===== config.mk =====
export PLATFORM = sky130hd
export DESIGN_NAME = timer_ctrl_flat
export DESIGN_NICKNAME = d
export VERILOG_FILES = /design/src/rtl/timer_ctrl_pkg.sv /design/src/rtl/timer_ctrl_if.sv /design/src/rtl/timer_count_core.sv /design/src/rtl/timer_ctrl.sv /design/src/flat_wrapper.sv
export SDC_FILE = /design/constraint.sdc
export NUM_CORES = 1
export LEC_CHECK = 0
export ABC_CLOCK_PERIOD_IN_PS = 2500
export CAP_MARGIN = 15
export CORE_ASPECT_RATIO = 1.5
export CORE_MARGIN = 10
export CORE_UTILIZATION = 45
export CTS_CLUSTER_SIZE = 20
export DETAILED_ROUTE_END_ITERATION = 6
export GPL_TIMING_DRIVEN = 1
export PLACE_DENSITY = 0.79
export SLEW_MARGIN = 20
export SYNTH_ARGS = -nofsm -noshare
export SYNTH_HDL_FRONTEND = slang
export SYNTH_SLANG_ARGS = --single-unit

===== constraint.sdc =====
create_clock -name clk -period 2.5 [get_ports clk]
set_input_delay 0.5 -clock clk [delete_from_list [all_inputs] [get_ports clk]]
set_output_delay 0.5 -clock clk [all_outputs]
set_load 0.01 [all_outputs]

===== src/rtl/timer_ctrl_pkg.sv =====
// Shared types and defaults for the timer sequencing controller.
// Struct widths follow the package defaults; instantiate with matching WIDTH/PRESCALE_WIDTH.
package timer_ctrl_pkg;

  localparam int unsigned TimerWidth         = 16;
  localparam int unsigned TimerPrescaleWidth = 8;

  typedef enum logic [1:0] {
    StIdle = 2'd0,
    StLoad = 2'd1,
    StRun  = 2'd2,
    StDone = 2'd3
  } state_e;

  typedef struct packed {
    logic [TimerWidth-1:0]         period;
    logic                          periodic;
    logic [TimerPrescaleWidth-1:0] prescale;
  } cfg_t;

  function automatic logic state_busy(state_e s);
    return s != StIdle;
  endfunction

endpackage


===== src/rtl/timer_ctrl_if.sv =====
// Config/control bundle between a register master and timer_ctrl.
interface timer_ctrl_if
  import timer_ctrl_pkg::*;
#(
  parameter int unsigned WIDTH          = TimerWidth,
  parameter int unsigned PRESCALE_WIDTH = TimerPrescaleWidth
);

  logic                      cfg_valid;
  logic                      cfg_ready;
  logic [WIDTH-1:0]          cfg_period;
  logic                      cfg_periodic;
  logic [PRESCALE_WIDTH-1:0] cfg_prescale;
  logic                      start;
  logic                      stop;
  logic                      irq_clear;
  logic                      busy;
  logic [WIDTH-1:0]          count;
  logic                      expire;
  logic                      irq;

  modport master (
    output cfg_valid,
    input  cfg_ready,
    output cfg_period,
    output cfg_periodic,
    output cfg_prescale,
    output start,
    output stop,
    output irq_clear,
    input  busy,
    input  count,
    input  expire,
    input  irq
  );

  modport slave (
    input  cfg_valid,
    output cfg_ready,
    input  cfg_period,
    input  cfg_periodic,
    input  cfg_prescale,
    input  start,
    input  stop,
    input  irq_clear,
    output busy,
    output count,
    output expire,
    output irq
  );

endinterface


===== src/rtl/timer_count_core.sv =====
// Enable-gated up-counter datapath; clear has priority over enable.
module timer_count_core
  import timer_ctrl_pkg::*;
#(
  parameter int unsigned WIDTH = TimerWidth
) (
  input  logic             clk,
  input  logic             nreset,
  input  logic             en_i,
  input  logic             clr_i,
  output logic [WIDTH-1:0] data_o
);

  logic [WIDTH-1:0] data_q, data_d;

  always_comb begin
    data_d = data_q;
    if (clr_i) begin
      data_d = '0;
    end else if (en_i) begin
      data_d = data_q + WIDTH'(1);
    end
  end

  always_ff @(posedge clk) begin
    if (!nreset) begin
      data_q <= '0;
    end else begin
      data_q <= data_d;
    end
  end

  assign data_o = data_q;

endmodule


===== src/rtl/timer_ctrl.sv =====
// Timer sequencing controller: owns start/stop/clear of the counter core, expiry and irq.
// Prescaler is built only when TIMER_CTRL_PRESCALER_EN is defined.
module timer_ctrl
  import timer_ctrl_pkg::*;
#(
  parameter int unsigned WIDTH          = TimerWidth,
  parameter int unsigned PRESCALE_WIDTH = TimerPrescaleWidth
) (
  input logic         clk,
  input logic         nreset,
  timer_ctrl_if.slave bus_io
);

  state_e           state_q;
  cfg_t             cfg_q;
  cfg_t             cfg_in;
  logic             expire_q;
  logic             irq_q;
  logic             cfg_fire;
  logic             tick;
  logic             term;
  logic             cnt_en;
  logic             cnt_clr;
  logic [WIDTH-1:0] count;

  assign cfg_fire = bus_io.cfg_valid && bus_io.cfg_ready;

  always_comb begin
    cfg_in          = '0;
    cfg_in.period   = bus_io.cfg_period;
    cfg_in.periodic = bus_io.cfg_periodic;
`ifdef TIMER_CTRL_PRESCALER_EN
    cfg_in.prescale = bus_io.cfg_prescale;
`endif
  end

`ifdef TIMER_CTRL_PRESCALER_EN
  logic [PRESCALE_WIDTH-1:0] pre_q, pre_d;
  logic                      pre_hit;

  assign pre_hit = (pre_q == cfg_q.prescale);

  always_comb begin
    pre_d = pre_q;
    if (state_q == StLoad) begin
      pre_d = '0;
    end else if (state_q == StRun) begin
      pre_d = pre_hit ? '0 : pre_q + PRESCALE_WIDTH'(1);
    end
  end

  always_ff @(posedge clk) begin
    if (!nreset) begin
      pre_q <= '0;
    end else begin
      pre_q <= pre_d;
    end
  end

  assign tick = (state_q == StRun) && pre_hit;
`else
  // Prescale config is accepted on the bus but has no effect in this build.
  logic [PRESCALE_WIDTH-1:0] unused_prescale;
  assign unused_prescale = bus_io.cfg_prescale | cfg_q.prescale;

  assign tick = (state_q == StRun);
`endif

  assign term = tick && (count == cfg_q.period);

  // Clear on the way into LOAD so the LOAD cycle already reads zero.
  assign cnt_clr = ((state_q == StIdle) && bus_io.start) ||
                   (state_q == StLoad) ||
                   (term && !bus_io.stop && cfg_q.periodic);
  assign cnt_en  = tick && !term && !bus_io.stop;

  timer_count_core #(
    .WIDTH (WIDTH)
  ) u_count_core (
    .clk    (clk),
    .nreset (nreset),
    .en_i   (cnt_en),
    .clr_i  (cnt_clr),
    .data_o (count)
  );

  always_ff @(posedge clk) begin
    if (!nreset) begin
      state_q  <= StIdle;
      cfg_q    <= '0;
      expire_q <= 1'b0;
      irq_q    <= 1'b0;
    end else begin
      expire_q <= 1'b0;
      // Set (from the expire pulse) wins over a coincident clear.
      irq_q    <= expire_q | (irq_q & ~bus_io.irq_clear);
      if (cfg_fire) begin
        cfg_q <= cfg_in;
      end
      unique case (state_q)
        StIdle: begin
          if (bus_io.start) begin
            state_q <= StLoad;
          end
        end
        StLoad: begin
          state_q <= bus_io.stop ? StIdle : StRun;
        end
        StRun: begin
          if (bus_io.stop) begin
            state_q <= StIdle;
          end else if (term) begin
            expire_q <= 1'b1;
            if (!cfg_q.periodic) begin
              state_q <= StDone;
            end
          end
        end
        StDone: begin
          state_q <= StIdle;
        end
        default: begin
          state_q <= StIdle;
        end
      endcase
    end
  end

  assign bus_io.cfg_ready = (state_q == StIdle) && nreset;
  assign bus_io.busy      = state_busy(state_q);
  assign bus_io.count     = count;
  assign bus_io.expire    = expire_q;
  assign bus_io.irq       = irq_q;

endmodule


===== src/flat_wrapper.sv =====
// flat-port wrapper written by rule: the top's interface ports become plain ports
module timer_ctrl_flat import timer_ctrl_pkg::*;
#(
  parameter int unsigned WIDTH          = TimerWidth,
  parameter int unsigned PRESCALE_WIDTH = TimerPrescaleWidth
)
  (clk, nreset, bus_io_cfg_valid, bus_io_cfg_ready, bus_io_cfg_period, bus_io_cfg_periodic, bus_io_cfg_prescale, bus_io_start, bus_io_stop, bus_io_irq_clear, bus_io_busy, bus_io_count, bus_io_expire, bus_io_irq);
  timer_ctrl_if #(.WIDTH(WIDTH), .PRESCALE_WIDTH(PRESCALE_WIDTH)) bus_io_i ();
  input logic clk;
  input logic nreset;
  input wire logic [$bits(bus_io_i.cfg_valid)-1:0] bus_io_cfg_valid;
  output wire logic [$bits(bus_io_i.cfg_ready)-1:0] bus_io_cfg_ready;
  input wire logic [$bits(bus_io_i.cfg_period)-1:0] bus_io_cfg_period;
  input wire logic [$bits(bus_io_i.cfg_periodic)-1:0] bus_io_cfg_periodic;
  input wire logic [$bits(bus_io_i.cfg_prescale)-1:0] bus_io_cfg_prescale;
  input wire logic [$bits(bus_io_i.start)-1:0] bus_io_start;
  input wire logic [$bits(bus_io_i.stop)-1:0] bus_io_stop;
  input wire logic [$bits(bus_io_i.irq_clear)-1:0] bus_io_irq_clear;
  output wire logic [$bits(bus_io_i.busy)-1:0] bus_io_busy;
  output wire logic [$bits(bus_io_i.count)-1:0] bus_io_count;
  output wire logic [$bits(bus_io_i.expire)-1:0] bus_io_expire;
  output wire logic [$bits(bus_io_i.irq)-1:0] bus_io_irq;
  assign bus_io_i.cfg_valid = bus_io_cfg_valid;
  assign bus_io_cfg_ready = bus_io_i.cfg_ready;
  assign bus_io_i.cfg_period = bus_io_cfg_period;
  assign bus_io_i.cfg_periodic = bus_io_cfg_periodic;
  assign bus_io_i.cfg_prescale = bus_io_cfg_prescale;
  assign bus_io_i.start = bus_io_start;
  assign bus_io_i.stop = bus_io_stop;
  assign bus_io_i.irq_clear = bus_io_irq_clear;
  assign bus_io_busy = bus_io_i.busy;
  assign bus_io_count = bus_io_i.count;
  assign bus_io_expire = bus_io_i.expire;
  assign bus_io_irq = bus_io_i.irq;
  timer_ctrl #(.WIDTH(WIDTH), .PRESCALE_WIDTH(PRESCALE_WIDTH)) u_core (.clk(clk), .nreset(nreset), .bus_io(bus_io_i));
endmodule

## After elaboration in Yosys (flattened, before gate mapping)

Index checks and enable logic that the tools add are counted.

| operators by class | value |
|---|---|
| add/sub/neg operators | 1 |
| eq/ne operators | 7 |
| multiplexer cells | 7 |
| bitwise logic cells | 5 |
| reductions and logical operators | 17 |

Operators with widths:

| cell | number |
|---|---|
| adder 16 x 1 -> 16 bit, second input constant | 1 |
| equality test 16 bit | 1 |
| two-way mux 2 bit | 5 |
| logical AND 1 bit | 8 |
| one-hot mux 2 bit (4 select lines) | 1 |
| inequality test 3 bit, second input constant | 2 |
| equality test 2 bit, second input constant | 2 |
| inverter 1 bit | 3 |
| AND reduction 3 bit | 1 |
| OR reduction 3 bit | 1 |
| equality test 2 x 1 -> 1 bit, second input constant | 1 |
| zero test 1 bit | 2 |
| zero test 2 bit | 1 |
| logical OR 1 bit | 2 |
| inequality test 2 bit, second input constant | 1 |
| nonzero test 2 bit | 1 |
| OR reduction 2 bit | 1 |
| bitwise AND 1 bit | 1 |
| two-way mux 1 bit | 1 |
| OR 1 bit | 1 |

| storage, ports and cells | value |
|---|---|
| bits in registers | 37 |
| bits of input ports | 31 |
| output and inout port bits | 20 |
| word-level logic and storage cells | 43 |

## Depth between registers and ports, before layout

Gate-level depths: netlist of run 1.

| depth | value |
|---|---|
| depth in word-level cells | 6 |
| gate-level depth with buffers | 9 |
| depth with buffers taken out | 6 |

## By module

From an unflattened synthesis of run 1, not the netlist that was laid out.

| second synthesis, totals | value |
|---|---|
| cells, all modules | 200 |
| area total of the unflattened synthesis | 1680.4 µm² |

By module, submodules not included:

| module | instances | cells each | area each (µm²) |
|---|---|---|---|
| timer_ctrl | 1 | 118 | 972.2 |
| timer_count_core | 1 | 82 | 708.2 |

## Worst setup path after synthesis of run 1

Ideal clock, no wire load.

| timing path | value |
|---|---|
| kind | in2reg |
| from | input port bus_io_stop |
| to | register u_core.u_count_core.data_q[14], in the netlist u_core.u_count_core.data_o[14] |
| setup time | 0.072 ns |
| arrival | 1.905 ns |
| path slack | 0.523 ns |
| stages on the path | 6 |
| path buffers | 2 |
| path through | or3b_1 > buf_2 > or2_0 > buf_2 > or4_1 > a21oi_1 |

| between the ends | value |
|---|---|
| longest elaborated chain between the ends | 5 |

Ends and longest elaborated chain:

| what | line | text |
|---|---|---|
| from (decl) | flat_wrapper.sv:17 | `input wire logic [$bits(bus_io_i.stop)-1:0] bus_io_stop;` |
| zero test 1 bit * | timer_ctrl.sv:74, timer_ctrl.sv:75 |  |
| logical AND 1 bit (2 in a row) | timer_ctrl.sv:74 | `(term && !bus_io.stop && cfg_q.periodic);` |
| logical OR 1 bit | timer_ctrl.sv:73 | `(state_q == StLoad) \|\|` |
| OR reduction 2 bit (no source line) | - |  |
| to (signal assigned) | timer_count_core.sv:29 | `data_q <= data_d;` |
| to (decl) | timer_count_core.sv:14 | `logic [WIDTH-1:0] data_q, data_d;` |

Every way passes the cells marked *; elsewhere a longest branch is shown, timed or not.
A chain may end at the register's enable or synchronous reset.

## Worst setup path in the final report of run 1

| timing path | value |
|---|---|
| from | input port nreset |
| to | output port bus_io_cfg_ready |

| between the ends | value |
|---|---|
| longest elaborated chain between the ends | 1 |

Ends and longest elaborated chain:

| what | line | text |
|---|---|---|
| from (decl) | flat_wrapper.sv:10 | `input logic nreset;` |
| logical AND 1 bit | timer_ctrl.sv:129 | `assign bus_io.cfg_ready = (state_q == StIdle) && nreset;` |
| to (decl) | flat_wrapper.sv:12 | `output wire logic [$bits(bus_io_i.cfg_ready)-1:0] bus_io_cfg_ready;` |

No other way between the ends.

==> metrics.txt, run 1 <==
core box area approximately 0.0037 sq mm; DRC errors left 0; post-synthesis mux area share 0%; vias in the first global route between 1500 and 2000; f_max between 400 and 500 MHz; Pwr per Cell Area about 530 mW/mm^2; Sw Pwr about 310 uW; DRT antenna net count 0; # setup viols final 0; Skew-Pair Late Insertion Delay between 0.2 and 0.3 ns; fin crit share between 80 and 90%; RSZ-0062 raised after global routing no; Cell variety after synth 29; die width just over 70 um; Req. time, crit path ~2.0 ns; Post-Route WL between 4000 and 5000 um; dpl hpwl around 3100 um; die area about 0.0068 sq mm; Clock H-tree levels 2; commonest cells after routing, fill and taps aside clkdlybuf4s50_1, nand2_1, dfxtp_1; pin count of the biggest net entering global routing 35; Resized Gates After CTS 0; # rows 27; CTS tree yes; Hold-fix buffers, CTS 0; Nets 287; Starting Density a little under half; actual slew at the worst max-slew pin roughly 0.4 ns; total of max-cap violations 0; drt wl/cell between 10 and 15 um; P&R area growth vs syn 30.7%; VDD IR max roughly 0.00036 V; xor/xnor share of the synthesized area under 10%; Place WS 0.0712 ns; Yosys reg bits 37; FF-to-FF setup slack a little over 0.4 ns; Startpoint Class input pin; Worst Path Arrival approximately 1.7 ns; clock power share between 30 and 40%; critical hold path startpoint u_core.cfg_q[15]; Final Instance Count excl. Fillers between 200 and 300; filler cell count approximately 350; GRT Total Usage approximately 13%; Slew HR roughly 72%; Synth Area in Compound Gates between 10% and 20%; synthesized area between 0.0015 and 0.002 sq mm; Vias between 1500 and 2000; DR pass1 iterations 4; global-route wire length before repair slightly above 7000 um; Net Count, Synth between 200 and 250; Hold Path Stages 2; CTS root buf clkbuf_8; Final min period around 2.2 ns; DP Cell Count slightly below 300; Synth Area in Adders 0.717%; drt initial violations about 110; Synth Instances roughly 210; Hold Path Sink u_core.cfg_q[15]; most common cell after layout, fill and taps aside clkdlybuf4s50_1; Final Core Density between 60% and 70%; GPL Wtd Cong 0.791; largest family of logic cells by synthesized area simple AND/OR/NAND/NOR gates; Switching Fraction ~26%; global route total overflow 0; Synth Warn # 0; critical path class input pin to output pin; sequential area share after synthesis 42.4%; Seq pwr share 53.0%; I/O Buffers 42; leakage power between 0.0008 and 0.0009 uW; initial antenna violation count 0; worst r2r src u_core.u_count_core.data_o[8]; # IOs 51; clock slew at reported path FFs approximately 0.070 ns; Final Cell Area 0.00228 sq mm; Reg2Reg Depth 6; Final Hold Fails 0; Syn Area/Cell 8.16 sq um; worst hold path type register to register; layout cells sized above 1 between 6 and 7%; clock skew between 0.004 and 0.005 ns; internal power just under 900 uW; clk sinks 37; R2R Path End u_core.u_count_core.data_o[12]; Final Max Slew Viols 0; die height ~96 um; critical path endpoint category output pin; CTS Buf Count 5; diode count 0; placed cell areas around 0.0022 sq mm; Worst Path Max Fanout 3; clock buffer depth 2; Vias per Instance roughly 5.4; simple-gate share of the synthesized area approximately 25%; setup_tns 0 ns; status completed; post-CTS setup buffers 0; combinational share of power around 14%; setup ws final 0.263 ns
[worst max-delay path: stages]
cell	delay (ns)
clkdlybuf4s50_1	0.47
inv_1	0.07
nor2_1	0.13
clkdlybuf4s50_1	0.56
[cell usage after synthesis, drive strengths merged]
master / count / share of area [%]
or3b: 2 / 1.0
a211oi: 1 / 0.43
nor2: 6 / 1.3
dfxtp: 37 / 42
xnor2: 1 / 0.50
nand3: 6 / 1.7
clkbuf: 8 / 1.7
o311ai: 1 / 0.93
or4: 11 / 4.7
inv: 5 / 1.1
and2: 2 / 0.72
or2: 3 / 1.1
nand2: 37 / 8.0
a21oi: 18 / 5.2
o31ai: 12 / 5.2
nor4: 5 / 1.8
nand4: 5 / 1.8
ha: 1 / 0.72
and3: 1 / 0.36
nand2b: 1 / 0.36
buf: 7 / 2.5
xor2: 16 / 8.0
or3: 4 / 1.4
and4: 1 / 0.50
o21ai: 23 / 6.6
[power groups by stage]
stage	Combinational, uW	Clock (uW)	Sequential [uW]
after floorplan	105	0	646
after global placement	162	0	649
after detailed placement	166	0	651
after CTS	166	408	637
after global routing	186	438	641
final	165	401	637
[per-layer routing]
| metal | up-vias | routed length (um) | GRT usage [%] |
|---|---|---|---|
| li1 | 843 | - | - |
| met1 | 737 | 1760 | 13.5 |
| met2 | 37 | 2080 | 22.0 |
| met3 | 7 | 215 | 4.63 |
| met4 | 0 | 75 | 5.83 |
| met5 | - | 0 | 0 |
[area by class of cell]
cell class / instances / area [sq um] / area share, %
inverter: 5 / 18.8 / 0.823
clock inverter: 2 / 10.0 / 0.439
clock buffer: 6 / 72.6 / 3.18
tap: 43 / 53.8 / 2.36
multi-input combinational: 157 / 912 / 40.0
sequential: 37 / 741 / 32.5
timing repair buffer: 49 / 473 / 20.7
[flip-flops by register name, indices dropped and copies added, names as in the netlist]
name                        count
u_core.u_count_core.data_o     16
u_core.state_q                  2
u_core.bus_io.expire            1
u_core.cfg_q                   17
u_core.bus_io.irq               1
[cells by family (layout without fill, tap and decap cells)]
| family | count (synthesis) | after routing |
|---|---|---|
| simple gates | 84 | 84 |
| compound gates | 55 | 55 |
| flops | 37 | 37 |
| buf+inv | 20 | 62 |
| xor+xnor | 17 | 17 |
| fa+ha+maj | 1 | 1 |
[metrics by stage]
| stage | total power [uW] | hold slack (ns) |
|---|---|---|
| 5_1_grt | 1260 | 0.495 |
| 3_3_place_gp | 811 | 0.456 |
| 4_1_cts | 1210 | 0.474 |
| 6_report | 1200 | 0.469 |
| 3_5_place_dp | 816 | 0.464 |
| 2_1_floorplan | 751 | 0.448 |
[worst max path at each step]
stage	to	slack [ns]	startpoint
global route	bus_io_cfg_ready	0.18	nreset
global placement	u_core.u_count_core.data_o[14]	0.10	bus_io_stop
detailed placement	u_core.u_count_core.data_o[14]	0.07	bus_io_stop
floorplan	u_core.u_count_core.data_o[14]	0.52	bus_io_stop
CTS	bus_io_cfg_ready	0.24	nreset
finish	bus_io_cfg_ready	0.26	nreset
Note: power is estimated with default switching activity, not from simulation.
==> run 2: changes to the inputs <==
--- a/config.mk
+++ b/config.mk
@@ -5,15 +5,16 @@
 export SDC_FILE = /design/constraint.sdc
 export NUM_CORES = 1
 export LEC_CHECK = 0
-export ABC_CLOCK_PERIOD_IN_PS = 2500
+export ABC_CLOCK_PERIOD_IN_PS = 1800
 export CAP_MARGIN = 15
 export CORE_ASPECT_RATIO = 1.5
 export CORE_MARGIN = 10
-export CORE_UTILIZATION = 45
+export CORE_UTILIZATION = 42
 export CTS_CLUSTER_SIZE = 20
 export DETAILED_ROUTE_END_ITERATION = 6
 export GPL_TIMING_DRIVEN = 1
-export PLACE_DENSITY = 0.79
+export PLACE_DENSITY = 0.77
+export SETUP_SLACK_MARGIN = 0.15
 export SLEW_MARGIN = 20
 export SYNTH_ARGS = -nofsm -noshare
 export SYNTH_HDL_FRONTEND = slang
==> constraint.sdc (replaced) <==
create_clock -name clk -period 1.8 [get_ports clk]
set_input_delay 0.36 -clock clk [delete_from_list [all_inputs] [get_ports clk]]
set_output_delay 0.36 -clock clk [all_outputs]
set_load 0.01 [all_outputs]
==> run 2 against run 1 <==
The run now ends with setup timing left; register-to-register slack worse by 0.44 ns; clock-buffer cell count up 1; flip-flop and latch count unchanged; hold slack better by 0.0038 ns; largest cell class unchanged; largest power group unchanged; highest routed layer unchanged.
==> metrics.txt, run 2 (synthesized netlist as in run 1, its figures left out) <==
status finished with violations (was completed); failing checks setup timing; critical path endpoint category register (was output pin); clk sinks 37 (unchanged); Nets 314 (was 287); Clock H-tree levels 2 (unchanged); Place WS -0.463 ns (was 0.0712 ns); combinational share of power 18.8% (was 13.7%); # setup viols final 15 (was 0); most common cell after layout, fill and taps aside nand2_1 (was clkdlybuf4s50_1); diode count 0 (unchanged); Slew HR 77.3% (was 72.4%); layout cells sized above 1 29.0% (was 6.64%); max FFs per register 17 (unchanged); setup_tns -0.0944 ns (was 0 ns); core box area 0.00399 sq mm (was 0.00372 sq mm); DRC errors left 0 (unchanged); global-route wire length before repair 7690 um (was 7170 um); Final Hold Fails 0 (unchanged); Vias 1792 (was 1624); drt wl/cell 15.5 um (was 13.8 um); Worst path max stage delay 0.36 ns (was 0.56 ns); actual slew at the worst max-slew pin 0.337 ns (was 0.410 ns); worst hold margin 0.473 ns (was 0.469 ns); CTS root buf clkbuf_8 (unchanged); Seq pwr share 46.8% (was 53.0%); CTS Buf Count 5 (unchanged); DRT antenna net count 0 (unchanged); Pwr per Cell Area 698 mW/mm^2 (was 527 mW/mm^2); cell chain of the critical path xor2_1 -> nor4_2 -> nand4_1 -> o311ai_4 -> buf_12 -> a21oi_1 (was clkdlybuf4s50_1 -> inv_1 -> nor2_1 -> clkdlybuf4s50_1); Switching Fraction 26.3% (was 26.0%); slowest stage cell, crit path dfxtp_4 (was clkdlybuf4s50_1); P&R area growth vs syn 55.2% (was 30.7%); Final Max Slew Viols 0 (unchanged); I/O Buffers 42 (unchanged); Skew-Pair Late Insertion Delay 0.30 ns (was 0.29 ns); clock buffer depth 2 (unchanged); clock skew 0.00835 ns (was 0.00433 ns); CTS tree yes (unchanged); pin count of the biggest net entering global routing 35 (unchanged); Startpoint Class register (was input pin); internal power 1390 uW (was 891 uW); DR pass1 iterations 4 (unchanged); Hold-fix buffers, CTS 0 (unchanged); dpl hpwl 3460 um (was 3130 um); GPL Wtd Cong 0.808 (was 0.791); vias in the first global route 1601 (was 1616); # IOs 51 (unchanged); global route total overflow 0 (unchanged); Req. time, crit path 1.97 ns (was 2.00 ns); clock slew at reported path FFs 0.08 ns (was 0.07 ns); critical path class register to register (was input pin to output pin); die height 99.0 um (was 96.3 um); commonest cells after routing, fill and taps aside nand2_1, buf_4, clkdlybuf4s50_1 (was clkdlybuf4s50_1, nand2_1, dfxtp_1); total of max-cap violations 0 (unchanged); largest register by flop count u_core.cfg_q (unchanged); fin crit share 102%; Worst Path Arrival 2.00 ns (was 1.74 ns); # rows 28 (was 27); drt initial violations 154 (was 105); filler cell count 333 (was 353); setup ws final -0.0279 ns (was 0.263 ns); die width 72.6 um (was 70.9 um); Starting Density 43.7% (was 47.0%); Worst Path Max Fanout 16 (was 3); f_max about 550 MHz; clock power share 34.4% (was 33.4%); Vias per Instance 5.46 (was 5.43); RSZ-0062 raised after global routing yes (was no); initial antenna violation count 0 (unchanged); Sw Pwr 497 uW (was 312 uW); die area 0.00719 sq mm (was 0.00682 sq mm); leakage power 0.00111 uW (was 0.000831 uW); worst hold path type register to register (unchanged); Final min period 1.83 ns; GRT Total Usage 13.3% (was 12.7%); Post-Route WL 5080 um (was 4120 um); VDD IR max 0.000750 V (was 0.000365 V)
run 2: cell count changes in the layout (fill, tap and decap cells not counted), moves of 3 or more:
| cell | delta |
|---|---|
| buf_4 | +22 |
| clkdlybuf4s50_1 | -18 |
| dfxtp_1 | -17 |
| dlygate4sd2_1 | +16 |
| dfxtp_2 | +14 |
| xor2_1 | -6 |
| xor2_2 | +6 |
| nor4_1 | -5 |
| buf_12 | +3 |
| dfxtp_4 | +3 |
| nor4_2 | +3 |
run 2: metrics by stage:
| stage | std cells | cell area, sq um | utilization [%] | power [uW] |
|---|---|---|---|---|
| floorplan | 214 | 1800 | - | 1050 |
| global placement | 315 | 2440 | 61.0 | 1170 |
| detailed placement | 315 | 2440 | 61.0 | 1180 |
| CTS | 324 | 2630 | 65.7 | 1850 |
| global route | 328 | 2710 | 67.8 | 1970 |
| finish | 328 | 2710 | 67.8 | 1890 |
run 2: worst paths after layout:
path | from | to | slack [ns] | cells after the start
max | u_core.u_count_core.data_o[8] | u_core.u_count_core.data_o[4] | -0.03 | 6
min | u_core.cfg_q[16] | u_core.cfg_q[16] | 0.47 | 2
max reg2reg | u_core.u_count_core.data_o[8] | u_core.u_count_core.data_o[4] | -0.03 | 6
min reg2reg | u_core.cfg_q[16] | u_core.cfg_q[16] | 0.47 | 2
run 2: repair_timing:
item / in CTS / in global routing
gates cloned: 1 / 1
gates resized for setup: 41 / 10
setup buffers: 0 / 3
setup endpoints to repair: 35 / 20
pin swaps: 6 / 5
run 2: power by group through the flow:
stage | Combinational (uW) | Sequential [uW] | Clock (uW)
2_1_floorplan | 157 | 896 | 0
3_3_place_gp | 271 | 898 | 0
3_5_place_dp | 276 | 899 | 0
4_1_cts | 317 | 882 | 648
5_1_grt | 385 | 888 | 697
6_report | 356 | 884 | 650
run 2: critical path, delay by kind of cell (launching register included):
family | cells | cell delay, ns
and+or+nand+nor | 2 | 0.57
buffers and inverters | 1 | 0.19
xor gates and xnor gates | 1 | 0.17
AOI/OAI and AO/OA | 2 | 0.40
DFF | 1 | 0.36
run 2: final cells by class:
| type | count | area (sq um) | share of cell area, % |
|---|---|---|---|
| clock buffers | 7 | 96.3 | 3.56 |
| clock inverters | 1 | 5.00 | 0.185 |
| inverters | 5 | 18.8 | 0.693 |
| multi-input cells | 157 | 1040 | 38.5 |
| flip-flops and latches | 37 | 769 | 28.4 |
| well taps | 45 | 56.3 | 2.08 |
| repair buffers | 76 | 721 | 26.6 |
run 2: per-layer routing:
layer | wire length (um) | share of wire [%] | GRT usage, % | vias up
li1 | - | - | - | 896
met1 | 2200 | 43 | 16.2 | 834
met2 | 2540 | 50 | 21.1 | 55
met3 | 234 | 4.6 | 3.92 | 7
met4 | 101 | 2.0 | 5.28 | 0
met5 | 0 | 0 | 0 | -
==> run 3: changes to the inputs <==
--- a/config.mk
+++ b/config.mk
@@ -13,9 +13,10 @@
 export CTS_CLUSTER_SIZE = 20
 export DETAILED_ROUTE_END_ITERATION = 6
 export GPL_TIMING_DRIVEN = 1
-export PLACE_DENSITY = 0.77
+export PLACE_DENSITY = 0.78
 export SETUP_SLACK_MARGIN = 0.15
-export SLEW_MARGIN = 20
+export SLEW_MARGIN = 40
 export SYNTH_ARGS = -nofsm -noshare
 export SYNTH_HDL_FRONTEND = slang
+export SYNTH_HIERARCHICAL = 1
 export SYNTH_SLANG_ARGS = --single-unit
==> run 3 against run 2 <==
The run still ends with setup timing left; via count decreased by 9.0%; power decreased by 12%; routed wire length down 5.7%; final area is 2.9% higher; global-route usage up 0.38 points; non-clock buffer count grew 5; synthesized area down 3.7%; clock skew down 0.0025 ns; core utilization grew 3.2 points; largest cell class unchanged.
==> metrics.txt, run 3 <==
status finished with violations (unchanged); failing checks setup timing (unchanged); most common cell after layout, fill and taps aside nand2_1 (unchanged); f_max 521 MHz (was 547 MHz); CP bufs+invs 1 (unchanged); global-route wire length before repair 7730 um (was 7690 um); Final Cell Area 0.00279 sq mm (was 0.00271 sq mm); Worst Path Max Fanout 5 (was 16); DRC errors left 0 (unchanged); pin count of the biggest net entering global routing 22 (was 35); Cell variety after synth 36 (was 29); area of the multi-input gates 0.00110 sq mm (was 0.00104 sq mm); Main synth FF type dfxtp_1 (unchanged); slowest stage cell, crit path or4_4 (was dfxtp_4); synthesized area 0.00168 sq mm (was 0.00175 sq mm); total of max-cap violations 0 (unchanged); CTS tree yes (unchanged); Synth async-reset ratio 0% (unchanged); vias in the first global route 1717 (was 1601); Post-synth EDFFs 0 (unchanged); Final Core Density 71.0% (was 67.8%); die area 0.00698 sq mm (was 0.00719 sq mm); # rows 28 (unchanged); FF/Latch Area 816 sq um (was 769 sq um); GRT Total Usage 13.7% (was 13.3%); Vias per Instance 5.00 (was 5.46); Nets 312 (was 314); Post-Route WL 4790 um (was 5080 um); clock slew at reported path FFs 0.07 ns (was 0.08 ns); die width 71.6 um (was 72.6 um); core box area 0.00392 sq mm (was 0.00399 sq mm); Skew-Pair Late Insertion Delay 0.30 ns (about the same); Top delay family on crit path simple AND/OR/NAND/NOR gates (unchanged); Final Max Slew Viols 0 (unchanged); most common cell in the netlist nand2_1; clock buffer depth 2 (unchanged); # setup viols final 8 (was 15); clock skew 0.00585 ns (was 0.00835 ns); cell chain of the critical path xor2_4 -> nor4_4 -> nand4_1 -> and2_4 -> nand4_1 -> buf_4 -> or4_4 -> a21oi_2 (was xor2_1 -> nor4_2 -> nand4_1 -> o311ai_4 -> buf_12 -> a21oi_1); DR pass1 iterations 4 (unchanged); GPL Wtd Cong 0.834 (was 0.808); largest register by flop count u_core/cfg_q (was u_core.cfg_q); dpl hpwl 3560 um (was 3460 um); Syn Area/Cell 8.40 sq um (was 8.16 sq um); die height 97.5 um (was 99.0 um); leakage power 0.00119 uW (was 0.00111 uW); largest area contributor in the netlist dfxtp_1 (unchanged); diode count 0 (unchanged); actual slew at the worst max-slew pin 0.347 ns (was 0.337 ns); Slew HR 76.7% (was 77.3%); Starting Density 42.8% (was 43.7%); fin crit share 107% (was 102%); drt wl/cell 14.7 um (was 15.5 um); Final min period 1.92 ns (was 1.83 ns); worst hold path type register to register (unchanged); I/O Buffers 42 (unchanged); WL met2 2680 um (was 2540 um); clk sinks 37 (unchanged); initial antenna violation count 0 (unchanged); DRT antenna net count 0 (unchanged); P&R area growth vs syn 65.9% (was 55.2%); synth top area cells dfxtp_1, nand2_1, xor2_1, xnor2_1, o21ai_0 (was dfxtp_1, xor2_1, nand2_1, o21ai_0, a21oi_1); setup ws final -0.118 ns (was -0.0279 ns); Vias 1631 (was 1792); Yosys reg bits 37 (unchanged); RSZ-0062 raised after global routing yes (unchanged); Synth Instances 200 (was 214); Clock H-tree levels 2 (unchanged); Worst Path Arrival 2.14 ns (was 2.00 ns); Hold-fix buffers, CTS 0 (unchanged); DR WL met3 211 um (was 234 um); # IOs 51 (unchanged); Synth Warn # 6 (was 0); Post-synth top cells nand2_1, dfxtp_1, nor2_1 (was dfxtp_1, nand2_1, o21ai_0); highest metal used met4 (unchanged); sequential area share after synthesis 44.1% (was 42.4%); Pwr per Cell Area 599 mW/mm^2 (was 698 mW/mm^2); placed cell areas 0.00245 sq mm (was 0.00244 sq mm); max FFs per register 17 (unchanged); filler cell count 296 (was 333); critical path class register to register (unchanged); CTS Buf Count 5 (unchanged); Yosys top cell area share 44.1% (was 42.4%); Net Count, Synth 232 (was 246); detailed-routing wirelength on met1 1760 um (was 2200 um); Startpoint Class register (unchanged); global route total overflow 0 (unchanged); Req. time, crit path 2.03 ns (was 1.97 ns); Worst path max stage delay 0.41 ns (was 0.36 ns); crit-path most repeated cell nand4_1; Final Hold Fails 0 (unchanged); layout cells sized above 1 38.4% (was 29.0%); VDD IR max 0.000610 V (was 0.000750 V); commonest cells after routing, fill and taps aside nand2_1, buf_4, clkdlybuf4s50_1 (unchanged); critical path endpoint category register (unchanged); drt initial violations 41 (was 154); CTS root buf clkbuf_8 (unchanged)
-- run 3: cell count changes in the layout (fill, tap and decap cells not counted), moves of 9 or more --
cell     change
dfxtp_1      -9
or4_1       -11
a21oi_1     -15
dfxtp_4     +14
o31ai_1     -11
nor2_1      +11
-- run 3: cells by family (layout without fill, tap and decap cells) --
kind of cell / count (synthesis) / count (layout) / share of synthesized area (%)
buffers and inverters: 14 / 95 / 3.42
xor gates and xnor gates: 27 / 27 / 14.1
adders and majority gates: 1 / 1 / 0.744
DFF: 37 / 37 / 44.1
muxes: 2 / 2 / 1.19
and+or+nand+nor: 89 / 89 / 26.1
AOI/OAI and AO/OA: 30 / 30 / 10.4
-- run 3: repair_timing --
action | 4_1_cts | 5_1_grt
buffers inserted | 3 | 0
endpoints found under the setup margin | 32 | 20
resized for setup | 44 | 22
pin swaps | 8 | 0
-- run 3: cell type report --
type                       count  area share [%]
clock buffer                   6            2.60
sequential                    37            29.3
tap                           45            2.02
multi-input combinational    149            39.5
clock inverter                 2           0.359
timing repair buffer          81            25.4
inverter                       6           0.808
-- run 3: worst paths after layout --
check | start | to | slack (ns) | cells past startpoint
hold reg to reg | u_core/cfg_q[15] | u_core/cfg_q[15] | 0.47 | 2
hold / removal | u_core/cfg_q[15] | u_core/cfg_q[15] | 0.47 | 2
setup reg to reg | u_core/cfg_q[23] | u_core/u_count_core/data_o[15] | -0.12 | 8
setup / recovery | u_core/cfg_q[23] | u_core/u_count_core/data_o[15] | -0.12 | 8
-- run 3: per-layer routing --
layer  global-route usage, %  vias up
met4                    6.88        0
li1                        -      820
met1                    12.7      765
met3                    4.91       10
met2                    24.9       36
met5                       0        -
-- run 3: where the power goes --
| group | switching (uW) | internal, uW | leakage (uW) |
|---|---|---|---|
| clock | 293 | 268 | 0.0000450 |
| sequential | 36.2 | 835 | 0.000319 |
| combinational | 99.6 | 138 | 0.000824 |
| total | 429 | 1240 | 0.00119 |
-- run 3: stage by stage --
stage / setup TNS (ns) / instances / hold slack (ns) / total power (uW) / worst slack (ns)
floorplan: -0.169 / 200 / 0.437 / 988 / -0.0900
finish: -0.652 / 326 / 0.468 / 1670 / -0.118
CTS: -0.290 / 326 / 0.470 / 1670 / -0.0748
global route: -2.20 / 326 / 0.488 / 1740 / -0.203
detailed placement: -4.42 / 315 / 0.459 / 1090 / -0.417
global placement: -3.12 / 315 / 0.451 / 1080 / -0.284
-- run 3: worst register-to-register path, delay by kind of cell, from the launching register on --
family	cells	cell delay (ns)
AND/OR/NAND/NOR	5	0.95
buffers and inverters	1	0.20
AO/OA/AOI/OAI	1	0.12
XOR/XNOR	1	0.21
flip-flops	1	0.37
